<file path="src/rtl/pmod_adc_rx.sv">
// pmod_adc_rx: receiver for an AD7476-style 12-bit serial ADC (PMOD AD1).
// Paces conversions from an internal sample-rate counter, drives adc_cs_n and
// adc_sclk, shifts in one 16-bit frame MSB first on adc_sclk rising edges, and
// presents the 12-bit result plus an 8-bit wav sample with a one-cycle strobe.
`timescale 1ns/1ps
module pmod_adc_rx #(
  parameter int CLK_DIV    = 4,
  parameter int SAMPLE_DIV = 2500,
  parameter int QUIET_CYC  = 8
) (
  input  logic        clk,
  input  logic        rst,
  input  logic        en,
  input  logic        adc_sdata,
  output logic        adc_cs_n,
  output logic        adc_sclk,
  output logic [11:0] sample,
  output logic [7:0]  wav,
  output logic        sample_valid,
  output logic        frame_err,
  output logic        busy
);

  localparam int PACE_W  = (SAMPLE_DIV > 2) ? $clog2(SAMPLE_DIV) : 1;
  localparam int TMR_MAX = (CLK_DIV > QUIET_CYC) ? CLK_DIV : QUIET_CYC;
  localparam int TMR_W   = $clog2(TMR_MAX + 1);

  localparam logic [PACE_W-1:0] PACE_LAST  = PACE_W'(SAMPLE_DIV - 1);
  localparam logic [TMR_W-1:0]  DIV_LAST   = TMR_W'(CLK_DIV - 1);
  localparam logic [TMR_W-1:0]  QUIET_LAST = TMR_W'(QUIET_CYC - 1);
  localparam logic [4:0]        BITS_ALL   = 5'd16;

  typedef enum logic [2:0] {
    S_IDLE,
    S_SETUP,
    S_SHIFT,
    S_DONE,
    S_QUIET
  } state_t;

  state_t              state_q, state_d;
  logic [PACE_W-1:0]   pace_q;
  logic                start_tick;
  logic                sdata_q;
  logic [TMR_W-1:0]    tmr_q, tmr_d;
  logic                sclk_q, sclk_d;
  logic [4:0]          bit_cnt_q, bit_cnt_d;
  logic [15:0]         shift_q, shift_d;
  logic [11:0]         sample_q;
  logic [7:0]          wav_q;
  logic                frame_err_q;
  logic                div_end;
  logic                quiet_end;
  logic                sclk_rise;
  logic                frame_end;

  // Shared phase timer decodes: half-period of sclk and length of QUIET.
  assign div_end   = (tmr_q == DIV_LAST);
  assign quiet_end = (tmr_q == QUIET_LAST);

  // sclk is about to go 0->1: this is the cycle that shifts in a bit.
  assign sclk_rise = (state_q == S_SHIFT) && div_end && !sclk_q;

  // End of the 32nd half period (high phase) after all 16 bits are in.
  assign frame_end = (state_q == S_SHIFT) && div_end && sclk_q && (bit_cnt_q == BITS_ALL);

  // A tick is raised on the wrap of the pacing counter; ticks seen while busy are simply lost.
  assign start_tick = en && (pace_q == PACE_LAST);

  // Pacing counter: free-runs 0..SAMPLE_DIV-1 while enabled, parked at 0 otherwise.
  always_ff @(posedge clk or posedge rst) begin
    if (rst) begin
      pace_q <= '0;
    end else if (!en || (pace_q == PACE_LAST)) begin
      pace_q <= '0;
    end else begin
      pace_q <= pace_q + PACE_W'(1);
    end
  end

  // Input register for the serial data line before it reaches the shifter.
  always_ff @(posedge clk or posedge rst) begin
    if (rst) begin
      sdata_q <= 1'b0;
    end else begin
      sdata_q <= adc_sdata;
    end
  end

  // FSM state register.
  always_ff @(posedge clk or posedge rst) begin
    if (rst) begin
      state_q <= S_IDLE;
    end else begin
      state_q <= state_d;
    end
  end

  // FSM next-state logic.
  always_comb begin
    state_d = state_q;
    case (state_q)
      S_IDLE:  if (start_tick) state_d = S_SETUP;
      S_SETUP: if (div_end)    state_d = S_SHIFT;
      S_SHIFT: if (frame_end)  state_d = S_DONE;
      S_DONE:                  state_d = S_QUIET;
      S_QUIET: if (quiet_end)  state_d = S_IDLE;
      default:                 state_d = S_IDLE;
    endcase
  end

  // FSM outputs: chip select spans SETUP+SHIFT, valid is the single DONE cycle.
  always_comb begin
    adc_cs_n     = !((state_q == S_SETUP) || (state_q == S_SHIFT));
    busy         = (state_q != S_IDLE);
    sample_valid = (state_q == S_DONE);
    adc_sclk     = sclk_q;
    sample       = sample_q;
    wav          = wav_q;
    frame_err    = frame_err_q;
  end

  // Datapath next values: phase timer, serial clock, bit counter and shifter.
  always_comb begin
    tmr_d = tmr_q + TMR_W'(1);
    if ((state_q == S_IDLE) || (state_d != state_q) || ((state_q == S_SHIFT) && div_end)) begin
      tmr_d = '0;
    end

    // sclk idles high; the first toggle in SHIFT is the fall at the SETUP->SHIFT boundary,
    // and the final high phase is left high into DONE.
    sclk_d = sclk_q;
    if (state_q != S_SHIFT) begin
      sclk_d = 1'b1;
    end
    if ((state_q == S_SETUP) && div_end) begin
      sclk_d = 1'b0;
    end
    if ((state_q == S_SHIFT) && div_end && !frame_end) begin
      sclk_d = ~sclk_q;
    end

    bit_cnt_d = bit_cnt_q;
    shift_d   = shift_q;
    if (state_q == S_IDLE) begin
      bit_cnt_d = '0;
    end
    if (sclk_rise) begin
      bit_cnt_d = bit_cnt_q + 5'd1;
      shift_d   = {shift_q[14:0], sdata_q};
    end
  end

  // Datapath registers.
  always_ff @(posedge clk or posedge rst) begin
    if (rst) begin
      tmr_q     <= '0;
      sclk_q    <= 1'b1;
      bit_cnt_q <= '0;
      shift_q   <= '0;
    end else begin
      tmr_q     <= tmr_d;
      sclk_q    <= sclk_d;
      bit_cnt_q <= bit_cnt_d;
      shift_q   <= shift_d;
    end
  end

  // Result registers: loaded on the way into DONE so they are valid alongside the strobe.
  always_ff @(posedge clk or posedge rst) begin
    if (rst) begin
      sample_q    <= '0;
      wav_q       <= '0;
      frame_err_q <= 1'b0;
    end else if (frame_end) begin
      sample_q    <= shift_q[11:0];
      wav_q       <= shift_q[11:4];
      frame_err_q <= |shift_q[15:12];
    end
  end

endmodule

</file>
<file path="config.mk">
export PLATFORM = sky130hd
export DESIGN_NAME = pmod_adc_rx
export DESIGN_NICKNAME = d
export VERILOG_FILES = /design/src/rtl/pmod_adc_rx.sv
export SDC_FILE = /design/constraint.sdc
export NUM_CORES = 1
export LEC_CHECK = 0
export CELL_PAD_IN_SITES_DETAIL_PLACEMENT = 1
export CELL_PAD_IN_SITES_GLOBAL_PLACEMENT = 2
export CORE_ASPECT_RATIO = 1.5
export CORE_UTILIZATION = 38
export CTS_CLUSTER_DIAMETER = 40
export CTS_CLUSTER_SIZE = 14
export DETAILED_ROUTE_END_ITERATION = 10
export PLACE_DENSITY_LB_ADDON = 0.1
export REMOVE_ABC_BUFFERS = 1
export SYNTH_ARGS = -nofsm -noshare
export SYNTH_HDL_FRONTEND = slang
export SYNTH_SLANG_ARGS = --single-unit
</file>
<file path="constraint.sdc">
create_clock -name clk -period 2.62 [get_ports clk]
set_input_delay 0.524 -clock clk [delete_from_list [all_inputs] [get_ports clk]]
set_output_delay 0.524 -clock clk [all_outputs]
set_load 0.01 [all_outputs]
</file>
==> results of run 1 <==
## per-stage QoR
step | utilization | hold slack [ps]
floorplan | - | 433.1
global placement | 0.4419 | 443.3
detailed placement | 0.4419 | 461.8
CTS | 0.4563 | 476.6
global route | 0.4563 | 524.5
finish | 0.4563 | 475.4
## flip-flops by register name, indices dropped and copies added (netlist names)
name	count
shift_q	16
pace_q	12
sample	12
bit_cnt_q	5
tmr_q	4
state_q	3
adc_sclk	1
frame_err	1
sdata_q	1
## power breakdown
group / leakage [nW] / switching (mW) / internal (mW)
clock network: 0.0461 / 0.291 / 0.194
logic: 0.528 / 0.0253 / 0.0171
registers: 0.727 / 0.00897 / 0.858
## cells in the final DEF (no fill, tap or decap), drive strengths merged, types with 3 or more instances in the layout
cell type,netlist,final
a21oi,7,7
buf,11,6
clkbuf,4,5
clkdlybuf4s50,0,28
dfrtp,54,54
ha,4,4
inv,7,8
mux2,29,29
nand2,3,3
nand2b,5,5
nand3,7,7
nand4,4,4
nor2,9,9
o211ai,4,4
o21ai,8,8
o31ai,5,5
or3,7,7
or4,5,5
xnor2,3,3
xor2,5,5
## final cells by class
type                       instances  area [µm²]  area share
timing repair buffer              34       325.3      0.1107
clock buffer                       5       68.82     0.02341
multi-input combinational        128        1022      0.3478
tap                               76       95.09     0.03235
clock inverter                     3       23.77    0.008089
sequential                        55        1378      0.4687
inverter                           7       26.28    0.008940
## worst max-delay path by stage
stage | from | to | slack, ps | cells past startpoint
finish | state_q[0] | busy | 170 | 2
global route | state_q[0] | busy | 90 | 2
CTS | state_q[0] | busy | 160 | 2
detailed placement | state_q[0] | busy | 510 | 2
global placement | state_q[0] | busy | 520 | 2
floorplan | tmr_q[0] | shift_q[1] | 280 | 4
## metal layers
metal	vias up	global-route usage	share of wire
li1	785	-	-
met1	855	0.2024	0.42
met2	17	0.3092	0.55
met3	5	0.02365	0.017
met4	0	0.04808	0.013
met5	-	0	0
## logic make-up after synthesis
kind of cell               Yosys count  synth area share
muxes                               29            0.1369
AOI/OAI and AO/OA                   30           0.07590
xor gates and xnor gates             8           0.02778
DFF                                 55            0.5461
adders and majority gates            4           0.01984
and+or+nand+nor                     57            0.1448
buffers and inverters               22           0.04861
==> results by group, run 1 <==
Yosys
  • Synthesized flop and latch total: between 50 and 60
  • Mapped Area: between 2000 and 3000 µm²
  • Cells after synthesis: 205
  • Commonest cells post-synth: dfrtp_1 (54), mux2_2 (24), nor2_1 (9)
  • Distinct cell type count of the synthesized netlist: 42
  • Top_reg_cell synth: dfrtp_1
  • Top cell type's share of synthesized area: 0.5357
  • YS warnings: 0
  • EDFF count, synth: 0
  • Ranking of synthesized cells by area: dfrtp_1 (54%), mux2_2 (11%), mux2_4 (3.0%)
  • Post-synthesis sequential area ratio: 0.5461
  • Top-count cell post-synth: dfrtp_1
  • Mean post-synth cell area: between 10 and 15 µm²
  • Synth area leader: dfrtp_1
  • FFs w/ async S/R, synth: 1.000

Detailed routing
  • Post-DRT Antenna Nets: 0
  • Routed len/inst: between 15 and 20 µm
  • Vias: between 1.5k and 2k
  • Total wire length: about 5200 µm
  • Via count normalized by instance count: about 5.4
  • DRC viols: 0
  • Drt initial violations: 20
  • DR pass1 iterations: 2

Min path
  • End of the worst hold path: tmr_q[0]
  • Hold WC Path Type: flop to flop
  • Hold path startpoint: tmr_q[0]
  • Hold path depth: 1

Clock network
  • CTS root buffer: clkbuf_8
  • CTS Buffer Depth: 2
  • TritonCTS Buffers: 5
  • Clock-pin slew on the worst setup and hold paths: around 110 ps
  • Clock sinks: 55
  • H-tree depth: 2
  • Clk_lat worst skew: between 300 and 400 ps
  • Post-CTS resize count: 0
  • CTS tree: yes
  • Setup Fix Bufs, Post-CTS: 0
  • CTS Hold Bufs: 0

Timing
  • Tmin final: about 2400 ps
  • Actual slew at the worst max-slew pin: approximately 660 ps
  • Worst setup margin: 170.3 ps
  • Setup TNS: 0 ps
  • Maximum clock frequency: 408.2 MHz
  • Final setup fails: 0
  • Max Slew Vio Count: 0
  • Clock skew: roughly 8 ps
  • RSZ-0062 raised after global routing: no
  • Hold Fails Final Rpt: 0
  • Tcrit/Tclk final: 0.9350
  • Rel. slew slack: 0.5617

Setup path
  • R2R depth: 5
  • Crit start category: flop
  • Crit path arrival time: ~1900 ps
  • R2r endpoint: shift_q[5]
  • Buf+Inv Stages, Crit Path: 1
  • Crit path required time: approximately 2100 ps
  • Worst-path cell chain: or3_1, clkdlybuf4s50_1
  • CP max stage cell: or3_1
  • Reg2reg setup slack: around 500 ps
  • Highest fanout seen on the critical path: 10
  • Crit end category: output port
  • CP delay by family, top: simple AND/OR/NAND/NOR gates
  • CP peak stage delay: ~560 ps
  • RR Startpoint: tmr_q[0]
  • Critical path class: flop to output port

Die
  • Cell Rows: 36
  • Die H: 101.8 µm
  • Core ar.: approximately 6400 µm²
  • Initial Util: 0.3916
  • DIE WIDTH: ~69 µm
  • I/O pin total: 29
  • Die Area: ~7000 µm²

Placement
  • DP Wirelength: between 3000 and 4000 µm
  • DP Cell Count: 300
  • # port buffers: 28
  • DP Area: between 2000 and 3000 µm²
  • Post-Place Worst Slack: 514.8 ps
  • Placer congestion estimate: between 0.7 and 0.8

Pwr
  • Lkg Pwr: 1.301 nW
  • Worst VDD drop: approximately 240 µV
  • Power per standard cell area: 474.3 nW/µm²
  • Total power: about 1.4 mW

GRT
  • Total grt overflow: 0
  • Largest net degree at the start of global routing: 33
  • Initial antenna violation count: 0
  • Vias in the first global route: around 1.8k
  • First-pass GRT wire length: approximately 9000 µm
  • Global Route Usage Sum: 0.1704

Outcome
  • Outcome: completed

Layout
  • Nets@finish: 239
  • Diode count: 0
  • Fill cells: ~700
  • Layout cell share with drive strength beyond 1: 0.2155
  • Fin cells: 308
  • Area Growth Syn to Fin: 16.52%
  • Final Cell Area: between 2000 and 3000 µm²

Job
  • MaxCap Viol Count: 0
Power figures use the tool's default switching activity.
==> run 2: changes to the inputs <==
--- a/config.mk
+++ b/config.mk
@@ -8,7 +8,7 @@
 export CELL_PAD_IN_SITES_DETAIL_PLACEMENT = 1
 export CELL_PAD_IN_SITES_GLOBAL_PLACEMENT = 2
 export CORE_ASPECT_RATIO = 1.5
-export CORE_UTILIZATION = 38
+export CORE_UTILIZATION = 35
 export CTS_CLUSTER_DIAMETER = 40
 export CTS_CLUSTER_SIZE = 14
 export DETAILED_ROUTE_END_ITERATION = 10
==> results by group, run 2 (synthesis gave the netlist of run 1 again) <==
Clock network
  • CTS Buffer Depth: 2 (unchanged)
  • Post-CTS resize count: 0 (unchanged)
  • Clock-pin slew on the worst setup and hold paths: 110 ps (about the same)
  • Setup Fix Bufs, Post-CTS: 0 (unchanged)
  • Clock sinks: 55 (unchanged)
  • CTS root buffer: clkbuf_8
  • H-tree depth: 2 (unchanged)
  • CTS Hold Bufs: 0 (unchanged)
  • CTS tree: yes
  • Clk_lat worst skew: 320 ps (about the same)
  • TritonCTS Buffers: 5 (unchanged)

Detailed routing
  • DR pass1 iterations: 7 (+5)
  • Routed len/inst: 17.43 µm (+3.5%)
  • Vias: 1,670 (+0.48%)
  • DRC viols: 2 (+2)
  • Drt initial violations: 75 (+280%)
  • Via count normalized by instance count: 5.387 (-0.17%)
  • Post-DRT Antenna Nets: 0 (unchanged)
  • Total wire length: 5402 µm (+4.1%)

Timing
  • Final setup fails: 0 (unchanged)
  • RSZ-0062 raised after global routing: no
  • Setup TNS: 0 ps (unchanged)
  • Clock skew: 13.40 ps (+5.536 ps)
  • Hold Slack: 472.0 ps (-3.396 ps)
  • Hold Fails Final Rpt: 0 (unchanged)
  • Tcrit/Tclk final: 0.9326 (-0.002439)
  • Tmin final: 2443 ps (-6.389 ps)
  • Maximum clock frequency: 409.3 MHz (+0.26%)
  • Max Slew Vio Count: 0 (unchanged)
  • Rel. slew slack: 0.6226 (+0.06090)
  • Actual slew at the worst max-slew pin: 565.3 ps (-91.22 ps)

Setup path
  • Crit path required time: 2100 ps (about the same)
  • R2r endpoint: shift_q[1]
  • CP peak stage delay: 550 ps (about the same)
  • Crit start category: flop
  • CP max stage cell: or3_1
  • Critical path class: flop to output port
  • Crit end category: output port
  • Worst-path cell chain: or3_1, clkdlybuf4s50_1
  • Highest fanout seen on the critical path: 10 (unchanged)
  • Reg2reg setup slack: 360 ps (-140 ps)
  • R2R depth: 5 (unchanged)
  • Crit path arrival time: 1920 ps (about the same)
  • RR Startpoint: tmr_q[0]

GRT
  • Largest net degree at the start of global routing: 26 (-21%)
  • Total grt overflow: 0 (unchanged)
  • Global routing's busiest layer: met2
  • GR met3 Demand/Resource: 0.03128 (+0.007631)
  • Vias in the first global route: 1,888 (+2.8%)
  • Initial antenna violation count: 0 (unchanged)
  • Met2 Use GR: 0.2912 (-0.01804)
  • First-pass GRT wire length: 9625 µm (+8.0%)
  • Global Route met1 Usage: 0.2002 (-0.002203)
  • Global Route Usage Sum: 0.1650 (-0.005457)

Pwr
  • Part of the power in registers: 0.622 (about the same)
  • Lkg Pwr: 1.296 nW (-0.33%)
  • P_int: 1.067 mW (-0.11%)
  • Power per standard cell area: 473.8 nW/µm² (about the same)
  • Switching power: 324.8 µW (-0.25%)
  • Sw Ratio: 0.2333 (-0.0002659)
  • Clock power frac: 0.348 (about the same)
  • Worst VDD drop: 297.0 µV (+23%)
  • Logic gate share of total power: 0.030 (about the same)

Layout
  • Area Growth Syn to Fin: 16.47% (about the same)
  • Commonest non-fill, non-tap cell in the layout: dfrtp_1
  • Biggest register: shift_q
  • Layout cell share with drive strength beyond 1: 0.2112 (-0.004310)
  • Diode count: 0 (unchanged)
  • Number of flip-flops in the largest register: 16 (unchanged)
  • Most frequent cells in the layout: dfrtp_1 (54), clkdlybuf4s50_1 (28), mux2_2 (24)
  • Layout Utilization: 0.4259 (-0.03039)
  • Nets@finish: 239 (unchanged)

Outcome
  • Outcome: complete, but fails checks
  • Violated checks: design-rule violations

Min path
  • Hold WC Path Type: flop to flop
  • Hold path startpoint: tmr_q[0]
  • Hold path depth: 1 (unchanged)
  • End of the worst hold path: tmr_q[0]

Die
  • Die H: 106.0 µm (+4.1%)
  • Initial Util: 0.3657 (-0.02593)
  • DIE WIDTH: 71.32 µm (+4.1%)
  • Die Area: 7558 µm² (+8.4%)
  • Cell Rows: 37 (+2.8%)
  • I/O pin total: 29 (unchanged)
  • Core ar.: 6898 µm² (+7.1%)

Placement
  • DP Wirelength: 3913 µm (+3.1%)
  • Placer congestion estimate: 0.6890 (-7.5%)
  • # port buffers: 28 (unchanged)

Job
  • MaxCap Viol Count: 0 (unchanged)
-- run 2: changes by cell type in the layout (fill, tap and decap cells not counted) --
cell | previous run | this run
inv_6 | 0 | 1
inv_8 | 1 | 0
clkbuf_1 | 0 | 1
clkinv_2 | 1 | 0
-- run 2: critical path: cells and delay by family, from the launching register on --
family | cells | cell delay, ps
simple gates | 1 | 550
buf+inv | 1 | 530
flops | 1 | 520
-- run 2: power groups by stage --
stage	Clock, mW	Sequential [mW]	Combinational, mW
2_1_floorplan	0	0.880	0.0268
3_3_place_gp	0	0.882	0.0429
3_5_place_dp	0	0.882	0.0447
4_1_cts	0.514	0.866	0.0448
5_1_grt	0.545	0.868	0.0498
6_report	0.484	0.866	0.0422
-- run 2: worst max path at each step --
stage | from | end | cells after the start
after CTS | state_q[0] | busy | 2
after global placement | tmr_q[0] | shift_q[3] | 5
after floorplan | tmr_q[0] | shift_q[1] | 4
final | state_q[0] | busy | 2
after global routing | state_q[0] | busy | 2
after detailed placement | tmr_q[0] | shift_q[6] | 5
-- run 2: cell type report --
type	instances	area [µm²]
tap	78	97.59
inverter	7	26.28
timing repair buffer	34	325.3
multi-input combinational	128	1022
fill	740	3960
clock inverter	2	16.27
sequential	55	1378
clock buffer	6	72.57
-- run 2: through the flow --
step                cells  setup slack (ps)  instance area (µm²)  power, mW
floorplan             190             280.4                 2426     0.9066
global placement      302             453.8                 2849     0.9251
detailed placement    302             369.1                 2849     0.9270
CTS                   310             148.0                 2938      1.424
global route          310             92.98                 2938      1.462
finish                310             176.7                 2938      1.392
-- run 2: routing by layer --
metal  wire length, µm  vias up
li1                  -      779
met5                 0        -
met2              2959       19
met4                74        0
met1              2229      865
met3               138        7
==> run 3: changes to the inputs <==
--- a/config.mk
+++ b/config.mk
@@ -8,12 +8,11 @@
 export CELL_PAD_IN_SITES_DETAIL_PLACEMENT = 1
 export CELL_PAD_IN_SITES_GLOBAL_PLACEMENT = 2
 export CORE_ASPECT_RATIO = 1.5
-export CORE_UTILIZATION = 35
+export CORE_UTILIZATION = 27
 export CTS_CLUSTER_DIAMETER = 40
 export CTS_CLUSTER_SIZE = 14
 export DETAILED_ROUTE_END_ITERATION = 10
 export PLACE_DENSITY_LB_ADDON = 0.1
-export REMOVE_ABC_BUFFERS = 1
 export SYNTH_ARGS = -nofsm -noshare
 export SYNTH_HDL_FRONTEND = slang
 export SYNTH_SLANG_ARGS = --single-unit
==> results by group, run 3 (synthesis gave the netlist of run 1 again) <==
Min path
  • Hold path depth: 1 (unchanged)
  • Hold WC Path Type: flop to flop
  • End of the worst hold path: tmr_q[0]
  • Hold path startpoint: tmr_q[0]

Timing
  • Final setup fails: 0 (unchanged)
  • Setup TNS: 0 ps (unchanged)
  • Maximum clock frequency: 425.9 MHz (+4.1%)
  • Hold Slack: 476.5 ps (+4.535 ps)
  • Max Slew Vio Count: 0 (unchanged)
  • Actual slew at the worst max-slew pin: 590.8 ps (+25.50 ps)
  • Hold Fails Final Rpt: 0 (unchanged)
  • RSZ-0062 raised after global routing: no
  • Clock skew: 2.817 ps (-10.58 ps)
  • Rel. slew slack: 0.6055 (-0.01702)
  • Tmin final: 2348 ps (-95.20 ps)
  • Tcrit/Tclk final: 0.8962 (-0.03634)

Setup path
  • R2R depth: 5 (unchanged)
  • Critical path class: flop to output port
  • Highest fanout seen on the critical path: 8 (-2)
  • Crit end category: output port
  • RR Startpoint: tmr_q[0]
  • R2r endpoint: shift_q[6]
  • CP peak stage delay: 530 ps (-20 ps)
  • CP max stage cell: clkdlybuf4s50_1
  • Crit path required time: 2100 ps (about the same)
  • Worst-path cell chain: or3_1, clkdlybuf4s50_1
  • Crit path arrival time: 1820 ps (-100 ps)
  • Buf+Inv Stages, Crit Path: 1 (unchanged)
  • CP delay by family, top: buffers and inverters
  • Reg2reg setup slack: 400 ps (+40 ps)
  • Crit start category: flop

Die
  • I/O pin total: 29 (unchanged)
  • Die Area: 9741 µm² (+29%)
  • Die H: 120.4 µm (+14%)
  • Core ar.: 8934 µm² (+30%)
  • DIE WIDTH: 80.92 µm (+13%)
  • Cell Rows: 42 (+14%)
  • Initial Util: 0.2824 (-0.08333)

GRT
  • First-pass GRT wire length: 8997 µm (-6.5%)
  • Global Route Usage Sum: 0.1224 (-0.04261)
  • Total grt overflow: 0 (unchanged)
  • Initial antenna violation count: 0 (unchanged)
  • Vias in the first global route: 1,768 (-6.4%)
  • Largest net degree at the start of global routing: 30 (+15%)

Clock network
  • TritonCTS Buffers: 5 (unchanged)
  • Setup Fix Bufs, Post-CTS: 0 (unchanged)
  • Clock sinks: 55 (unchanged)
  • CTS Buffer Depth: 2 (unchanged)
  • Clk_lat worst skew: 300 ps (-20 ps)
  • CTS Hold Bufs: 0 (unchanged)
  • CTS root buffer: clkbuf_16
  • H-tree depth: 2 (unchanged)
  • Post-CTS resize count: 0 (unchanged)
  • Clock-pin slew on the worst setup and hold paths: 70 ps (-40 ps)
  • CTS tree: yes

Layout
  • Biggest register: shift_q
  • Most frequent cells in the layout: dfrtp_1 (54), clkdlybuf4s50_1 (28), mux2_2 (24)
  • Fill cells: 992 (+34%)
  • Layout cell share with drive strength beyond 1: 0.2155 (+0.004310)
  • Commonest non-fill, non-tap cell in the layout: dfrtp_1
  • Number of flip-flops in the largest register: 16 (unchanged)
  • Area Growth Syn to Fin: 20.93%
  • Diode count: 0 (unchanged)
  • Nets@finish: 239 (unchanged)

Detailed routing
  • DRC viols: 0 (-2)
  • Vias: 1,664 (-0.36%)
  • Via count normalized by instance count: 4.865 (-9.7%)
  • DR pass1 iterations: 4 (-3)
  • Total wire length: 5277 µm (-2.3%)
  • Drt initial violations: 47 (-37%)
  • Routed len/inst: 15.43 µm (-11%)
  • Post-DRT Antenna Nets: 0 (unchanged)

Pwr
  • Power per standard cell area: 520.3 nW/µm² (+9.8%)
  • Sw Ratio: 0.2227 (-0.01064)
  • Switching power: 353.4 µW (+8.8%)
  • Logic gate share of total power: 0.028 (-0.002)
  • Worst VDD drop: 220.7 µV (-26%)
  • Part of the power in registers: 0.546 (-0.076)
  • Clock power frac: 0.427 (+0.079)
  • Lkg Pwr: 1.326 nW (+2.3%)
  • P_int: 1.234 mW (+16%)

Placement
  • # port buffers: 28 (unchanged)
  • Placer congestion estimate: 0.7718 (+12%)
  • DP Wirelength: 3769 µm (-3.7%)

Outcome
  • Outcome: completed

Job
  • MaxCap Viol Count: 0 (unchanged)

Yosys
  • Synthesized net count: between 200 and 250
run 3: cell types whose count changed in the layout (fill, tap and decap cells not counted):
cell / before / now
clkbuf_16: 0 / 5
clkbuf_8: 5 / 0
buf_12: 0 / 1
buf_4: 6 / 5
clkbuf_1: 1 / 0
clkinvlp_4: 1 / 2
run 3: final cells by class:
class | instances | area (µm²) | share of cell area
clock buffers | 5 | 125.1 | 0.04102
clock inverters | 3 | 23.77 | 0.007793
inverters | 7 | 26.28 | 0.008614
multi-input cells | 128 | 1022 | 0.3351
flip-flops and latches | 55 | 1378 | 0.4516
well taps | 110 | 137.6 | 0.04512
repair buffers | 34 | 337.8 | 0.1107
run 3: worst max-delay path by stage:
| stage | end | slack, ps | from | depth (start not counted) |
|---|---|---|---|---|
| after floorplan | shift_q[1] | 540 | tmr_q[0] | 6 |
| after global placement | shift_q[6] | 460 | tmr_q[0] | 5 |
| after detailed placement | shift_q[5] | 410 | tmr_q[0] | 5 |
| after CTS | busy | 250 | state_q[1] | 2 |
| after global routing | busy | 210 | state_q[1] | 2 |
| final | busy | 270 | state_q[1] | 2 |
run 3: per-layer routing:
| layer | vias up | share of wire | track usage |
|---|---|---|---|
| li1 | 783 | - | - |
| met1 | 852 | 0.40 | 0.1346 |
| met2 | 22 | 0.55 | 0.2201 |
| met3 | 7 | 0.027 | 0.02491 |
| met4 | 0 | 0.016 | 0.05357 |
| met5 | - | 0 | 0 |
run 3: stage by stage:
stage	setup slack [ps]	cell area [µm²]	instances	total power, mW	util
2_1_floorplan	535.5	2522	205	0.9072	-
3_3_place_gp	461.4	2902	334	0.9262	0.3248
3_5_place_dp	411.8	2902	334	0.9288	0.3248
4_1_cts	251.4	3050	342	1.625	0.3415
5_1_grt	212.7	3050	342	1.657	0.3415
6_report	271.9	3050	342	1.587	0.3415
run 3: power by group through the flow:
| stage | clock network [mW] | registers [mW] | logic, mW |
|---|---|---|---|
| final | 0.677 | 0.866 | 0.0439 |
| after global routing | 0.739 | 0.867 | 0.0507 |
| after CTS | 0.712 | 0.866 | 0.0466 |
| after detailed placement | 0 | 0.883 | 0.0462 |
| after global placement | 0 | 0.883 | 0.0436 |
| after floorplan | 0 | 0.880 | 0.0275 |
==> RTL change, RTL diff (config.mk and constraints of run 3) <==
Take the reset off `shift_q` and load it in a clocked block of its own.
--- a/src/rtl/pmod_adc_rx.sv
+++ b/src/rtl/pmod_adc_rx.sv
@@ -159,3 +159,2 @@
       bit_cnt_q <= '0;
-      shift_q   <= '0;
     end else begin
@@ -164,4 +163,7 @@
       bit_cnt_q <= bit_cnt_d;
-      shift_q   <= shift_d;
     end
+  end
+
+  always_ff @(posedge clk) begin
+    shift_q <= shift_d;
   end
Formal check against the unedited RTL: same outputs for any inputs over 10 cycles, from zero or initial values and one cycle with rst high; that may be too few to reach the edited logic, so the function may still have changed.
==> RTL change against run 3 <==
Worst hold slack got worse by 0.054 ns. Sequential share of layout area rose by 3.9 points. Setup slack improved by 0.078 ns. Largest power group unchanged. Synthesized cell count fell by 8.8%. Synthesized area fell by 3.5%. Die area fell by 3.4%. Highest routed layer unchanged. Clock power rose by 24%. Sequential cell count did not move. Largest cell class unchanged. Critical path depth rose by 1. Design area fell by 2.6%. Power rose by 11%. Wire length fell by 6.1%. Utilization fell by 0.30 points. Maximum frequency rose by 3.4%.
==> RTL change: results (changes against run 3) <==
- First-pass GRT wire length: 8480 um (-5.7%)
- FILL cells: 919 (-7.4%)
- Total Wirelength: 4960 um (-6.1%)
- Vias per inst: 4.81 (-1.2%)
- Synth area leaders: dfrtp_1, edfxtp_1, mux2_4, buf_4, ha_1
- Worst vdd rail ir drop: 0.314 mV (+42%)
- Top cell family by delay on the critical path: buffers and inverters
- Post-Place Setup Slack: 0.450 ns (+0.0383 ns)
- Vias in the first global route: 1635 (-7.5%)
- Fraction of layout instances using a drive strength above 1: 14.1% (-7.5 points)
- Largest net degree at the start of global routing: 40 (+33%)
- Register area share after synthesis: 59.9% (+5.3 points)
- Nets: 220 (-7.9%)
- Final GP Congestion: 0.678 (-12%)
- Status: complete, no violations
- Placed inst area: 2780 um^2 (-4.1%)
- Antenna violations before repair: 0 (unchanged)
- Hold Crit Class: reg2reg
- Later-pin clock latency in the skew report: 0.30 ns (about the same)
- Synth top cells by count: dfrtp_1, edfxtp_1, inv_1, mux2_4
- Synth Net Count: 195 (-8.5%)
- Unique masters post-synth: 45 (+7.1%)
- Post-synthesis mux area share: 7.40% (-6.3 points)
- Tot GR Track Use: 11.9% (-0.32 points)
- DRT iter0 DRCs: 52 (+11%)
- Post-synthesis compound-gate area fraction: 8.27% (+0.68 points)
- EDFF count, synth: 16 (+16)
- Final clock skew: 0.00770 ns (+0.00488 ns)
- Post-Synthesis Cells: 187 (-8.8%)
- Least-Margin Pin Slew: 0.527 ns (-0.0635 ns)
- Largest register FFs: 16 (unchanged)
- Antenna Cells: 0 (unchanged)
- Routed WL per cell: 15.3 um (-0.56%)
- CP arrival: 1.75 ns (-0.07 ns)
- HPWL Detailed: 3470 um (-7.8%)
- Leakage: 1.17 nW (-12%)
- Crit-path max FO: 9 (+1)
- FFs w/ async S/R, synth: 70.9% (-29 points)
- YS warnings: 0 (unchanged)
- Post_cts resized: 0 (unchanged)
- # placed instances: 315 (-5.7%)
- Post-synthesis xor/xnor area fraction: 2.88% (+0.10 points)
- Adder-Cell Fraction of Synth Area: 2.06% (+0.071 points)
- Clk pin slew, worst setup/hold paths: 0.07 ns (about the same)
-- RTL change: cell types whose count changed in the layout (fill, tap and decap cells not counted), moves of 3 or more --
cell,run 3,this run
or3_1,7,4
mux2_4,5,9
inv_1,6,9
o21ai_0,8,4
dfrtp_1,54,38
edfxtp_1,0,16
o21ai_1,0,4
mux2_2,24,4
-- RTL change: final timing paths --
path | from | to | slack, ns | depth (start not counted)
max in group asynchronous | rst | adc_sclk$_DFFE_PP1P_ | 1.58 | 3
worst min register to register | sdata_q$_DFF_PP0_ | shift_q[0]$_DFFE_PP_ | 0.42 | 0
worst min-delay path | sdata_q$_DFF_PP0_ | shift_q[0]$_DFFE_PP_ | 0.42 | 0
worst max-delay path | state_q[0]$_DFF_PP0_ | busy | 0.35 | 3
worst max register to register | tmr_q[0]$_DFF_PP0_ | sample[4]$_DFFE_PP0P_ | 0.46 | 5
min in group asynchronous | rst | pace_q[3]$_DFF_PP0_ | 0.66 | 3
-- RTL change: layout make-up --
type	count	area, um^2	share of cell area, %
sequential	55	1460	49.1
clock buffer	6	129	4.34
multi-input combinational	108	835	28.1
tap	110	138	4.63
inverter	9	33.8	1.14
timing repair buffer	33	318	10.7
clock inverter	2	60.1	2.02
-- RTL change: layer usage --
metal | up-vias | track usage [%] | part of all wire, %
li1 | 722 | - | -
met1 | 802 | 13.3 | 41
met2 | 21 | 21.0 | 54
met3 | 8 | 2.78 | 2.8
met4 | 0 | 5.11 | 2.0
met5 | - | 0 | 0
-- RTL change: report_power, final --
group	total [mW]	internal, mW	switching (mW)
logic	0.0321	0.0116	0.0205
clock network	0.839	0.548	0.291
registers	0.888	0.884	0.00453
total	1.76	1.44	0.316
